$ cat src/rtl/snn_lif_layer_seq.sv
// snn_lif_layer_seq: one fully connected LIF layer (N_IN -> N_OUT) run for N_CYCLES timesteps per start,
// neurons updated one per clock. Optional `define SNN_REFRACTORY_EN adds a one-timestep refractory period.
module snn_lif_layer_seq #(
  parameter int N_IN          = 4,
  parameter int N_OUT         = 2,
  parameter int W_BW          = 8,
  parameter int V_BW          = 12,
  parameter int V_TH          = 64,
  parameter int LEAK_SHIFT    = 3,
  parameter int N_CYCLES      = 10,
  parameter int CYCLES_CNT_BW = 5
) (
  input  logic                            clk,
  input  logic                            rst,
  input  logic                            start,
  output logic                            ready,
  output logic                            sample,
  input  logic                            sample_ready,
  input  logic [N_IN-1:0]                 in_spikes,
  output logic [N_OUT-1:0]                out_spikes,
  output logic                            out_valid,
  input  logic                            w_we,
  input  logic [$clog2(N_IN*N_OUT)-1:0]   w_addr,
  input  logic signed [W_BW-1:0]          w_data
);
  localparam int N_W    = N_IN * N_OUT;
  localparam int AW     = $clog2(N_W);
  localparam int K_BW   = (N_OUT > 1) ? $clog2(N_OUT) : 1;
  localparam int SUM_BW = W_BW + $clog2(N_IN + 1);
  localparam int EXT_BW = ((V_BW > SUM_BW) ? V_BW : SUM_BW) + 2;

  localparam logic signed [EXT_BW-1:0]  V_MAX    = EXT_BW'((2 ** (V_BW - 1)) - 1);
  localparam logic signed [EXT_BW-1:0]  V_MIN    = EXT_BW'(-(2 ** (V_BW - 1)));
  localparam logic signed [V_BW-1:0]    V_THRESH = V_BW'(V_TH);
  localparam logic [K_BW-1:0]           K_LAST   = K_BW'(N_OUT - 1);
  localparam logic [CYCLES_CNT_BW-1:0]  CNT_LAST = CYCLES_CNT_BW'(N_CYCLES);

  typedef enum logic [1:0] {IDLE, WAIT_S, SAMPLE, UPDATE} state_t;

  state_t                    state;
  logic signed [W_BW-1:0]    w_mem [N_W];
  logic signed [V_BW-1:0]    v_mem [N_OUT];
  logic [N_IN-1:0]           spk_latch;
  logic [N_OUT-1:0]          spk_vec;
  logic [K_BW-1:0]           k;
  logic [CYCLES_CNT_BW-1:0]  cyc_cnt;
`ifdef SNN_REFRACTORY_EN
  logic [N_OUT-1:0]          refr;
`endif

  logic signed [EXT_BW-1:0]  sum;
  logic signed [EXT_BW-1:0]  v_ext;
  logic signed [EXT_BW-1:0]  v_raw;
  logic signed [V_BW-1:0]    v_sat;
  logic signed [V_BW-1:0]    v_upd;
  logic                      fire;
  logic [N_OUT-1:0]          spk_next;
  logic [CYCLES_CNT_BW-1:0]  cnt_next;
  logic [AW-1:0]             w_idx;

  // Datapath for the neuron currently selected by k; extended width keeps leak+sum exact before clamping.
  always_comb begin
    sum   = '0;
    w_idx = '0;
    for (int unsigned i = 0; i < N_IN; i++) begin
      w_idx = AW'(k * N_IN + i);
      if (spk_latch[i]) sum = sum + EXT_BW'(w_mem[w_idx]);
    end
    v_ext = EXT_BW'(v_mem[k]);
    v_raw = v_ext - (v_ext >>> LEAK_SHIFT) + sum;
    if (v_raw > V_MAX)      v_sat = V_BW'(V_MAX);
    else if (v_raw < V_MIN) v_sat = V_BW'(V_MIN);
    else                    v_sat = V_BW'(v_raw);
    fire  = (v_sat >= V_THRESH);
    v_upd = fire ? '0 : v_sat;
`ifdef SNN_REFRACTORY_EN
    if (refr[k]) begin
      fire  = 1'b0;
      v_upd = '0;
    end
`endif
    spk_next    = spk_vec;
    spk_next[k] = fire;
    cnt_next    = cyc_cnt + 1'b1;
  end

  always_ff @(posedge clk or posedge rst) begin
    if (rst) begin
      state      <= IDLE;
      ready      <= 1'b1;
      sample     <= 1'b0;
      out_valid  <= 1'b0;
      out_spikes <= '0;
      spk_latch  <= '0;
      spk_vec    <= '0;
      k          <= '0;
      cyc_cnt    <= '0;
      for (int unsigned j = 0; j < N_OUT; j++) v_mem[j] <= '0;
      for (int unsigned j = 0; j < N_W; j++)   w_mem[j] <= '0;
`ifdef SNN_REFRACTORY_EN
      refr       <= '0;
`endif
    end else begin
      sample    <= 1'b0;
      out_valid <= 1'b0;
      case (state)
        IDLE: begin
          if (w_we) w_mem[w_addr] <= w_data;
          if (start) begin
            for (int unsigned j = 0; j < N_OUT; j++) v_mem[j] <= '0;
            out_spikes <= '0;
            cyc_cnt    <= '0;
            ready      <= 1'b0;
            state      <= WAIT_S;
`ifdef SNN_REFRACTORY_EN
            refr       <= '0;
`endif
          end
        end
        WAIT_S: begin
          if (sample_ready) begin
            sample <= 1'b1;
            state  <= SAMPLE;
          end
        end
        SAMPLE: begin
          spk_latch <= in_spikes;
          k         <= '0;
          state     <= UPDATE;
        end
        UPDATE: begin
          v_mem[k]   <= v_upd;
          spk_vec[k] <= fire;
`ifdef SNN_REFRACTORY_EN
          refr[k]    <= fire;
`endif
          if (k == K_LAST) begin
            out_spikes <= spk_next;
            out_valid  <= 1'b1;
            cyc_cnt    <= cnt_next;
            if (cnt_next == CNT_LAST) begin
              ready <= 1'b1;
              state <= IDLE;
            end else begin
              state <= WAIT_S;
            end
          end else begin
            k <= k + 1'b1;
          end
        end
        default: state <= IDLE;
      endcase
    end
  end
endmodule

$ cat config.mk
export PLATFORM = sky130hd
export DESIGN_NAME = snn_lif_layer_seq
export DESIGN_NICKNAME = d
export VERILOG_FILES = /design/src/rtl/snn_lif_layer_seq.sv
export SDC_FILE = /design/constraint.sdc
export NUM_CORES = 1
export LEC_CHECK = 0
export ABC_AREA = 1
export BUFFER_PORTS_ARGS = -buffer_cell sky130_fd_sc_hd__buf_2
export CAP_MARGIN = 25
export CORE_MARGIN = 4
export CORE_UTILIZATION = 31
export DETAILED_ROUTE_END_ITERATION = 8
export PLACE_DENSITY_LB_ADDON = 0.25
export SLEW_MARGIN = 25
export SYNTH_ARGS = -nofsm -noshare
export SYNTH_HDL_FRONTEND = slang
export SYNTH_SLANG_ARGS = --single-unit
$ cat constraint.sdc
create_clock -name clk -period 11.8 [get_ports clk]
set_input_delay 1.18 -clock clk [delete_from_list [all_inputs] [get_ports clk]]
set_output_delay 1.18 -clock clk [all_outputs]
set_load 0.02 [all_outputs]
Yosys cells after proc, flatten, opt, wreduce, memory -nomap -nowiden
Cells that the tools add are included.
{"block": "classes", "n_addsub": 10, "n_mul": 0, "div": 0, "magnitude_cmp": 13, "eq_ne": 8, "n_shift": 0, "mux": 54, "n_bitwise": 6, "reduce_logical": 11}
{"cell": "$bmux W8 S3", "n": 4}
{"cell": "$mux W12", "n": 7}
{"cell": "$mux W8", "n": 9}
{"cell": "$bwmux W64", "n": 1}
{"cell": "$mux W14", "n": 4}
{"cell": "$pmux W24 S2", "n": 1}
{"cell": "$add A14 B8 Y14", "n": 3}
{"cell": "$bwmux W24", "n": 1}
{"cell": "$demux W8 S3", "n": 1}
{"cell": "$mux W24", "n": 1}
{"cell": "$ge A4 B4 Y1 const B", "n": 5}
{"cell": "$not A3 Y4", "n": 5}
{"cell": "$add A13 B14 Y14", "n": 1}
{"cell": "$gt A14 B12 Y1 const B", "n": 1}
{"cell": "$lt A14 B12 Y1 const B", "n": 1}
{"cell": "$sub A12 B9 Y13", "n": 1}
{"cell": "$demux W12 S1", "n": 1}
{"cell": "$ge A12 B8 Y1 const B", "n": 1}
{"cell": "$mux W1", "n": 10}
{"cell": "$mux W2", "n": 5}
{"cell": "$mux W5", "n": 2}
{"cell": "$pmux W5 S2", "n": 1}
{"cell": "$ne A2 B2 Y1 const B", "n": 4}
{"cell": "$pmux W2 S4", "n": 1}
{"cell": "23 further kinds", "n": 31}
{"block": "word_totals", "register_bits": 107, "latch_bits": 0, "mem_bits_rw": 0, "romBits": 0, "out_inout_bits": 5, "elab_cells": 121, "n_memories": 0}

Longest topological paths before layout
Gate-level depths: netlist of run 1.
{"block": "depth", "depth_word": 19, "mapped_depth": 51, "mapped_depth_nobuf": 47}

Least setup slack after synthesis of run 1
No wires, ideal clock.
{"block": "synth_timing", "path_type": "reg2reg", "from": "register k", "to": "register v_mem[0] in the netlist's numbering", "arrival_ns": 7.202, "setup_slack_ns": 4.532, "stages_incl_launch_ff": 46, "synth_period_minus_slack_ns": 7.268, "path_cell_list": "dfrtp_1 -> buf_6 -> clkbuf_1 -> clkbuf_1 -> clkbuf_1 -> nand2_1 -> nand2_1 -> ha_1 -> fa_1 -> inv_1 -> o21ai_0 -> inv_1 -> fa_1 -> xor2_1 -> o21ai_0 -> ha_1 -> inv_1 -> o31ai_1 -> [10 not listed] -> ha_1 -> xnor2_1 -> ha_1 -> a21o_1 -> a31oi_1 -> a21bo_2 -> a31oi_1 -> inv_1 -> nand3_2 -> nand2_4 -> o21ai_4 -> nand2_4 -> inv_4 -> nand2_4 -> nand2_4 -> buf_6 -> nand3_1 -> nand2_1"}
{"block": "synth_between", "elab_chain_len": 19}
{"item": "start, declared", "line_no": "45", "source": "logic [K_BW-1:0] k;"}
{"item": "start signal, assigned", "line_no": "148", "source": "k <= k + 1'b1;"}
{"item": "$add A3 B1 Y3 or $not A3 Y4 (tied branches)", "line_no": "66, 67"}
{"item": "$not A3 Y4 (not written as such) or $bmux W8 S3 (tied branches)", "line_no": "67", "source": "if (spk_latch[i]) sum = sum + EXT_BW'(w_mem[w_idx]);"}
{"item": "$bmux W8 S3 or $mux W8 (tied branches)", "line_no": "67"}
{"item": "$mux W8 (not written as such)", "line_no": "67"}
{"item": "$mux W8 (not written as such) or $mux W14 (tied branches)", "line_no": "67"}
{"item": "$add A14 B8 Y14", "line_no": "67"}
{"item": "$mux W14", "line_no": "67"}
{"item": "$add A14 B8 Y14", "line_no": "67"}
{"item": "[3 not listed]"}
{"item": "$add A13 B14 Y14", "line_no": "70", "source": "v_raw = v_ext - (v_ext >>> LEAK_SHIFT) + sum;"}
{"item": "$lt A14 B12 Y1", "line_no": "72", "source": "else if (v_raw < V_MIN) v_sat = V_BW'(V_MIN);"}
{"item": "$mux W12", "line_no": "72"}
{"item": "$mux W12", "line_no": "71", "source": "if (v_raw > V_MAX) v_sat = V_BW'(V_MAX);"}
{"item": "$ge A12 B8 Y1", "line_no": "74", "source": "fire = (v_sat >= V_THRESH);"}
{"item": "$mux W12", "line_no": "75", "source": "v_upd = fire ? '0 : v_sat;"}
{"item": "$bwmux W24 *", "line_no": "132", "source": "v_mem[k] <= v_upd;"}
{"item": "$pmux W24 S2 *", "line_no": "106", "source": "case (state)"}
{"item": "end signal, assigned by index", "line_no": "132"}
{"item": "end, declared", "line_no": "42", "source": "logic signed [V_BW-1:0] v_mem [N_OUT];"}
Mark *: on every way between the ends. The rest lies on a longest branch, timed or not. The select of a mux whose other input is x is not followed.
A chain may end at the register's enable or synchronous reset.

Worst setup path in the final report of run 1
{"block": "layout_timing", "from": "register k", "to": "register v_mem[2] in the netlist's numbering"}
Same word-level chain as after synthesis.

==> results of run 1 <==
## registers in the layout, indices dropped and copies added (netlist names)
register and flops:
w_mem 64, state 2, out_spikes 2, k 1, out_valid 1, spk_latch 4
cyc_cnt 5, spk_vec 1, v_mem 24, sample 1, ready 1
## metal layers
layer	share of wire [%]	vias up	GRT usage, %	wire length [um]
li1	-	3298	-	-
met3	2.2	9	1.20	401
met5	0	-	0	0
met1	53	2893	21.7	9800
met4	1.1	0	3.74	199
met2	44	76	22.3	8170
## worst paths after layout
kind | slack [ns] | from | end | cells past startpoint
min in group asynchronous | 0.89 | rst | cyc_cnt[0] | 2
max in group asynchronous | 9.64 | rst | k | 3
max | 3.73 | k | v_mem[2] | 41
max reg2reg | 3.73 | k | v_mem[2] | 41
min | 0.48 | v_mem[18] | v_mem[18] | 2
min reg2reg | 0.48 | v_mem[18] | v_mem[18] | 2
## kinds of logic (layout without fill, tap and decap cells)
kind of cell,Yosys count,after routing
compound gates,225,225
fa+ha+maj,75,75
simple gates,431,431
flops,106,106
mux,1,1
xor+xnor,40,40
buf+inv,132,149
## layout make-up
class	instances	area [sq um]	share of cell area, %
clock inverters	4	27.5	0.332
multi-input cells	772	4410	53.2
clock buffers	12	246	2.97
repair buffers	27	143	1.72
flip-flops and latches	106	2660	32.0
inverters	106	405	4.89
well taps	319	399	4.81
## synth_stat cells (2+ instances only)
cell type    n  area share [%]
o21ai_1      4            0.26
fa_1        14             3.7
clkbuf_1    24             1.2
a21o_1       7            0.69
o22ai_1      6            0.50
nand4_1      2            0.16
a21oi_1     47             3.1
buf_6        2            0.30
inv_1      101             5.0
o21a_1       2            0.20
nand2_1    318              16
o21ai_0    136             9.0
xnor2_1     16             1.8
o21ai_4      2            0.43
inv_4        2            0.16
nor3_1       4            0.26
nand2_4      6            0.89
inv_2        2           0.099
xor2_1      24             2.8
nand2_2      2            0.16
a21oi_2      2            0.23
o31ai_1      3            0.30
dfrtp_1    105              35
nand3_2      2            0.26
nand3_1     31             2.0
nor2_4       2            0.30
a31oi_1      8            0.66
or2_2        6            0.50
ha_1        61              10
nor2_1      55             2.7
## worst min-delay path, delay by kind of cell, from the launching register on
kind / cells / cell delay [ns]
simple gates: 1 / 0.05
flops: 1 / 0.34
compound gates: 1 / 0.05
## metrics by stage
stage / hold slack, ns / utilization, % / cells / area, sq um / worst slack (ns)
after global routing: 0.507 / 34.9 / 1346 / 8290 / 3.06
after floorplan: 0.442 / - / 1010 / 7580 / 4.53
after CTS: 0.482 / 34.9 / 1346 / 8290 / 3.68
after detailed placement: 0.464 / 33.7 / 1330 / 8020 / 3.72
after global placement: 0.462 / 33.7 / 1330 / 8020 / 3.78
final: 0.480 / 34.9 / 1346 / 8290 / 3.73
==> impl_metrics.env, run 1 <==
export IMPL_max_stage_delay_ns=0.48
export IMPL_cts_resized=0
export IMPL_dieArea_sq_mm=0.0270
export IMPL_worstHoldPathType="reg2reg"
export IMPL_finalNetCount=1117
export IMPL_yosysUniqueCellTypes=44
export IMPL_cpMostUsedCell="o21ai_0"
export IMPL_synth_xor_area_share_pct=4.62
export IMPL_synth_area_per_cell_sq_um=7.51
export IMPL_antenna_found_initial=0
export IMPL_final_common_cell="nand2_1"
export IMPL_ys_seq_elements=106
export IMPL_criticalPathCategory="reg2reg"
export IMPL_cap_violations=0
export IMPL_cts_buffer_depth=2
export IMPL_drtIter0Drc=419
export IMPL_drc=0
export IMPL_slew_violations=0
export IMPL_rsz0062_at_grt="false"
export IMPL_place_congestion=0.806
export IMPL_synth_edf_count=0
export IMPL_drive_gt1_share_pct=7.01
export IMPL_dr_pass1_iters=5
export IMPL_end_kind="flop"
export IMPL_yosysSeqAreaShare_pct=35.0
export IMPL_muxShareOfSynthArea_pct=0.132
export IMPL_fillers=2563
export IMPL_fmax_mhz=124
export IMPL_initial_core_util_pct=31.9
export IMPL_synth_top_family_by_area="simple AND/OR/NAND/NOR gates"
export IMPL_num_vias=6276
export IMPL_mostFrequentLayoutCells="nand2_1, o21ai_0, dfrtp_1"
export IMPL_port_buffers=24
export IMPL_synth_warnings=0
export IMPL_via_per_inst=4.66
export IMPL_cts_setup_buffers=0
export IMPL_startpoint_type="flop"
export IMPL_boundaryPins=25
export IMPL_critPathMaxFanout=53
export IMPL_numClockSinks=106
export IMPL_synth_compound_gate_area_share_pct=16.2
export IMPL_slew_headroom_pct=37.8
export IMPL_critPathArrivalTime_ns=8.35
export IMPL_drtAntennaViolNets=0
export IMPL_synth_flop_cell="dfrtp_1"
export IMPL_area_growth_pct=9.32
export IMPL_insertion_delay_ns=0.35
export IMPL_worstMarginPinSlew_ns=0.926
export IMPL_diodes=0
export IMPL_wl_mm=18.6
export IMPL_cp_data_required_time_ns=12.08
export IMPL_grt_pass1_vias=6129
export IMPL_critical_path_buf_inv_count=3
export IMPL_setup_viol=0
export IMPL_finalHoldViolations=0
export IMPL_die_w_um=164
export IMPL_grt_overflow_total=0
export IMPL_wire_per_inst_um=13.8
export IMPL_period_minus_slack_ns=8.07
export IMPL_yosys_area_share_simple_pct=23.5
export IMPL_hpwl_mm=14.1
export IMPL_grt_total_usage_pct=14.4
export IMPL_cts_tree="done"
export IMPL_syn_cell_area_sq_mm=0.00758
export IMPL_cts_buffers=9
export IMPL_fin_crit_sh_pct=68.4
export IMPL_synth_async_reset_ratio_pct=100
export IMPL_postCtsHoldBufs=0
export IMPL_htree_levels=3
export IMPL_syn_inst=1010
export IMPL_status="completed"
export IMPL_syn_num_nets=1105
export IMPL_skew_ns=0.0102
export IMPL_worst_path_max_delay_cell="buf_4"
export IMPL_clk_pin_slew_ns=0.07
export IMPL_cts_root_buf="clkbuf_16"
export IMPL_finalSetupTns_ns=0
export IMPL_critPathTopFamily="compound AO/OA/AOI/OAI gates"
export IMPL_grt_max_degree=64
export IMPL_yosys_area_share_adder_pct=13.8
export IMPL_core_area_sq_mm=0.0238
export IMPL_grt_pass1_wl_mm=31.4
export IMPL_rows=56
export IMPL_die_y_um=164
Power of run 1 is not shown: default switching activity piles up to over one toggle a cycle in this logic, so the estimate is an artifact.
==> run 2: changes to the inputs <==
ABC_AREA = 0   (was 1)
clock period = 8.1 ns   (was 11.8 ns; I/O delays follow)
==> impl_metrics.env, run 2 <==
export IMPL_largest_reg_flops=64
export IMPL_place_congestion=0.798
export IMPL_wl_mm=17.1
export IMPL_cp_data_required_time_ns=8.33
export IMPL_setup_viol=0
export IMPL_diodes=0
export IMPL_synth_edf_count=0
export IMPL_drive_gt1_share_pct=27.2
export IMPL_via_per_inst=5.02
export IMPL_port_buffers=24
export IMPL_fin_crit_sh_pct=93.6
export IMPL_synth_async_reset_ratio_pct=100
export IMPL_netlist_area_leader_share_pct=33.7
export IMPL_die_w_um=167
export IMPL_end_kind="flop"
export IMPL_yosysSeqAreaShare_pct=34.1
export IMPL_hold_slack_ns=0.475
export IMPL_area_growth_pct=11.7
export IMPL_clk_pin_slew_ns=0.07
export IMPL_yosysMostFrequentCell="mux2_2"
export IMPL_final_util_pct=35.5
export IMPL_grt_pass1_vias=5581
export IMPL_worst_path_max_delay_cell="fa_1"
export IMPL_core_area_sq_mm=0.0245
export IMPL_max_stage_delay_ns=0.46
export IMPL_wire_per_inst_um=15.6
export IMPL_syn_cell_area_sq_mm=0.00779
export IMPL_antenna_found_initial=0
export IMPL_die_y_um=167
export IMPL_critPathTopFamily="compound AO/OA/AOI/OAI gates"
export IMPL_critPathMaxFanout=18
export IMPL_drtAntennaViolNets=0
export IMPL_hpwl_mm=12.8
export IMPL_grt_total_usage_pct=12.6
export IMPL_criticalPathCategory="reg2reg"
export IMPL_ys_seq_elements=106
export IMPL_slew_headroom_pct=38.9
export IMPL_cts_buffer_depth=2
export IMPL_initial_core_util_pct=31.8
export IMPL_drtIter0Drc=200
export IMPL_yosysUniqueCellTypes=65
export IMPL_syn_num_nets=836
export IMPL_synth_flop_cell="dfrtp_1"
export IMPL_final_common_cell="mux2_2"
export IMPL_dieArea_sq_mm=0.0277
export IMPL_mostFrequentLayoutCells="mux2_2, dfrtp_1, ha_1"
export IMPL_worstRegToRegCells=29
export IMPL_dr_pass1_iters=4
export IMPL_num_vias=5521
export IMPL_insertion_delay_ns=0.36
export IMPL_drc=0
export IMPL_grt_pass1_wl_mm=29.0
export IMPL_critPathArrivalTime_ns=7.81
export IMPL_rows=57
export IMPL_cp_num_cells=29
export IMPL_critical_path_buf_inv_count=1
export IMPL_yosys_top_cells_area="dfrtp_1, mux2_2, ha_1"
export IMPL_slew_violations=0
export IMPL_finalNetCount=866
export IMPL_hold_depth=2
export IMPL_startpoint_type="flop"
export IMPL_cpMostUsedCell="ha_1"
export IMPL_fmax_mhz=132
export IMPL_cts_root_buf="clkbuf_16"
export IMPL_synth_area_leader_cell="dfrtp_1"
export IMPL_synth_area_per_cell_sq_um=10.5
export IMPL_cts_buffers=9
export IMPL_boundaryPins=25
export IMPL_status="completed"
export IMPL_htree_levels=3
export IMPL_rsz0062_at_grt="false"
export IMPL_skew_ns=0.0130
export IMPL_syn_inst=741
export IMPL_cap_violations=0
export IMPL_worstMarginPinSlew_ns=0.917
export IMPL_synth_warnings=0
export IMPL_period_minus_slack_ns=7.58
export IMPL_cts_tree="done"
export IMPL_grt_overflow_total=0
export IMPL_regMostFlops="w_mem"
export IMPL_numClockSinks=106
export IMPL_top_regs="w_mem x64, v_mem x24, cyc_cnt x5"
export IMPL_synth_common_cells="mux2_2, dfrtp_1, ha_1"
export IMPL_finalHoldViolations=0
export IMPL_fillers=2484
export IMPL_worstHoldPathType="reg2reg"
export IMPL_grt_max_degree=70
[run 2: cell families (layout without fill, tap and decap cells)]
| family | after synthesis | after routing | synth area share (%) |
|---|---|---|---|
| multiplexers | 130 | 130 | 18.5 |
| buffers and inverters | 61 | 95 | 3.42 |
| XOR/XNOR | 37 | 37 | 4.35 |
| adder cells (fa/ha/maj) | 75 | 75 | 13.4 |
| AO/OA/AOI/OAI | 180 | 180 | 17.2 |
| AND/OR/NAND/NOR | 152 | 152 | 9.11 |
| flip-flops | 106 | 106 | 34.1 |
[run 2: per-stage QoR]
| stage | setup WS (ns) | setup TNS [ns] | cell area [sq um] | instances |
|---|---|---|---|---|
| 6_report | 0.518 | 0 | 8700 | 1099 |
| 5_1_grt | 0.00297 | 0 | 8700 | 1099 |
| 4_1_cts | 0.0574 | 0 | 8580 | 1096 |
| 3_5_place_dp | -0.102 | -1.39 | 8300 | 1081 |
| 3_3_place_gp | -0.00145 | -0.00145 | 8300 | 1081 |
| 2_1_floorplan | 0.0491 | 0 | 7790 | 741 |
[run 2: final cells by class]
cell class                 instances  area (sq um)  area share, %
multi-input combinational        574          4970           57.1
tap                              324           405           4.66
clock inverter                     5          37.5          0.431
clock buffer                      10           239           2.75
inverter                          40           153           1.75
timing repair buffer              40           240           2.76
sequential                       106          2660           30.5
[run 2: final timing paths]
check / startpoint / end / slack, ns
setup / recovery: k / v_mem[15] / 0.52
hold / removal: v_mem[2] / v_mem[2] / 0.47
setup reg to reg: k / v_mem[15] / 0.52
hold reg to reg: v_mem[2] / v_mem[2] / 0.47
max in group asynchronous: rst / k / 6.24
min in group asynchronous: rst / cyc_cnt[0] / 0.49
[run 2: worst min-delay path: cells and delay by family (launching register included)]
family / cells / cell delay (ns)
compound gates: 1 / 0.05
simple gates: 1 / 0.06
flops: 1 / 0.34
[run 2: metal layers]
metal	global-route usage, %	share of wire (%)	vias to the layer above
li1	-	-	2751
met1	18.1	50	2693
met2	20.1	46	62
met3	2.25	2.2	15
met4	2.35	0.99	0
met5	0	0	-
[run 2: what timing repair did]
item	4_1_cts	5_1_grt
pin swaps	0	4
buffers inserted	0	3
resized for setup	1	22
setup endpoints to repair	18	26
hold buffers	0	0
hold endpoints to repair	0	0
Power of run 2 is left out for the same reason.
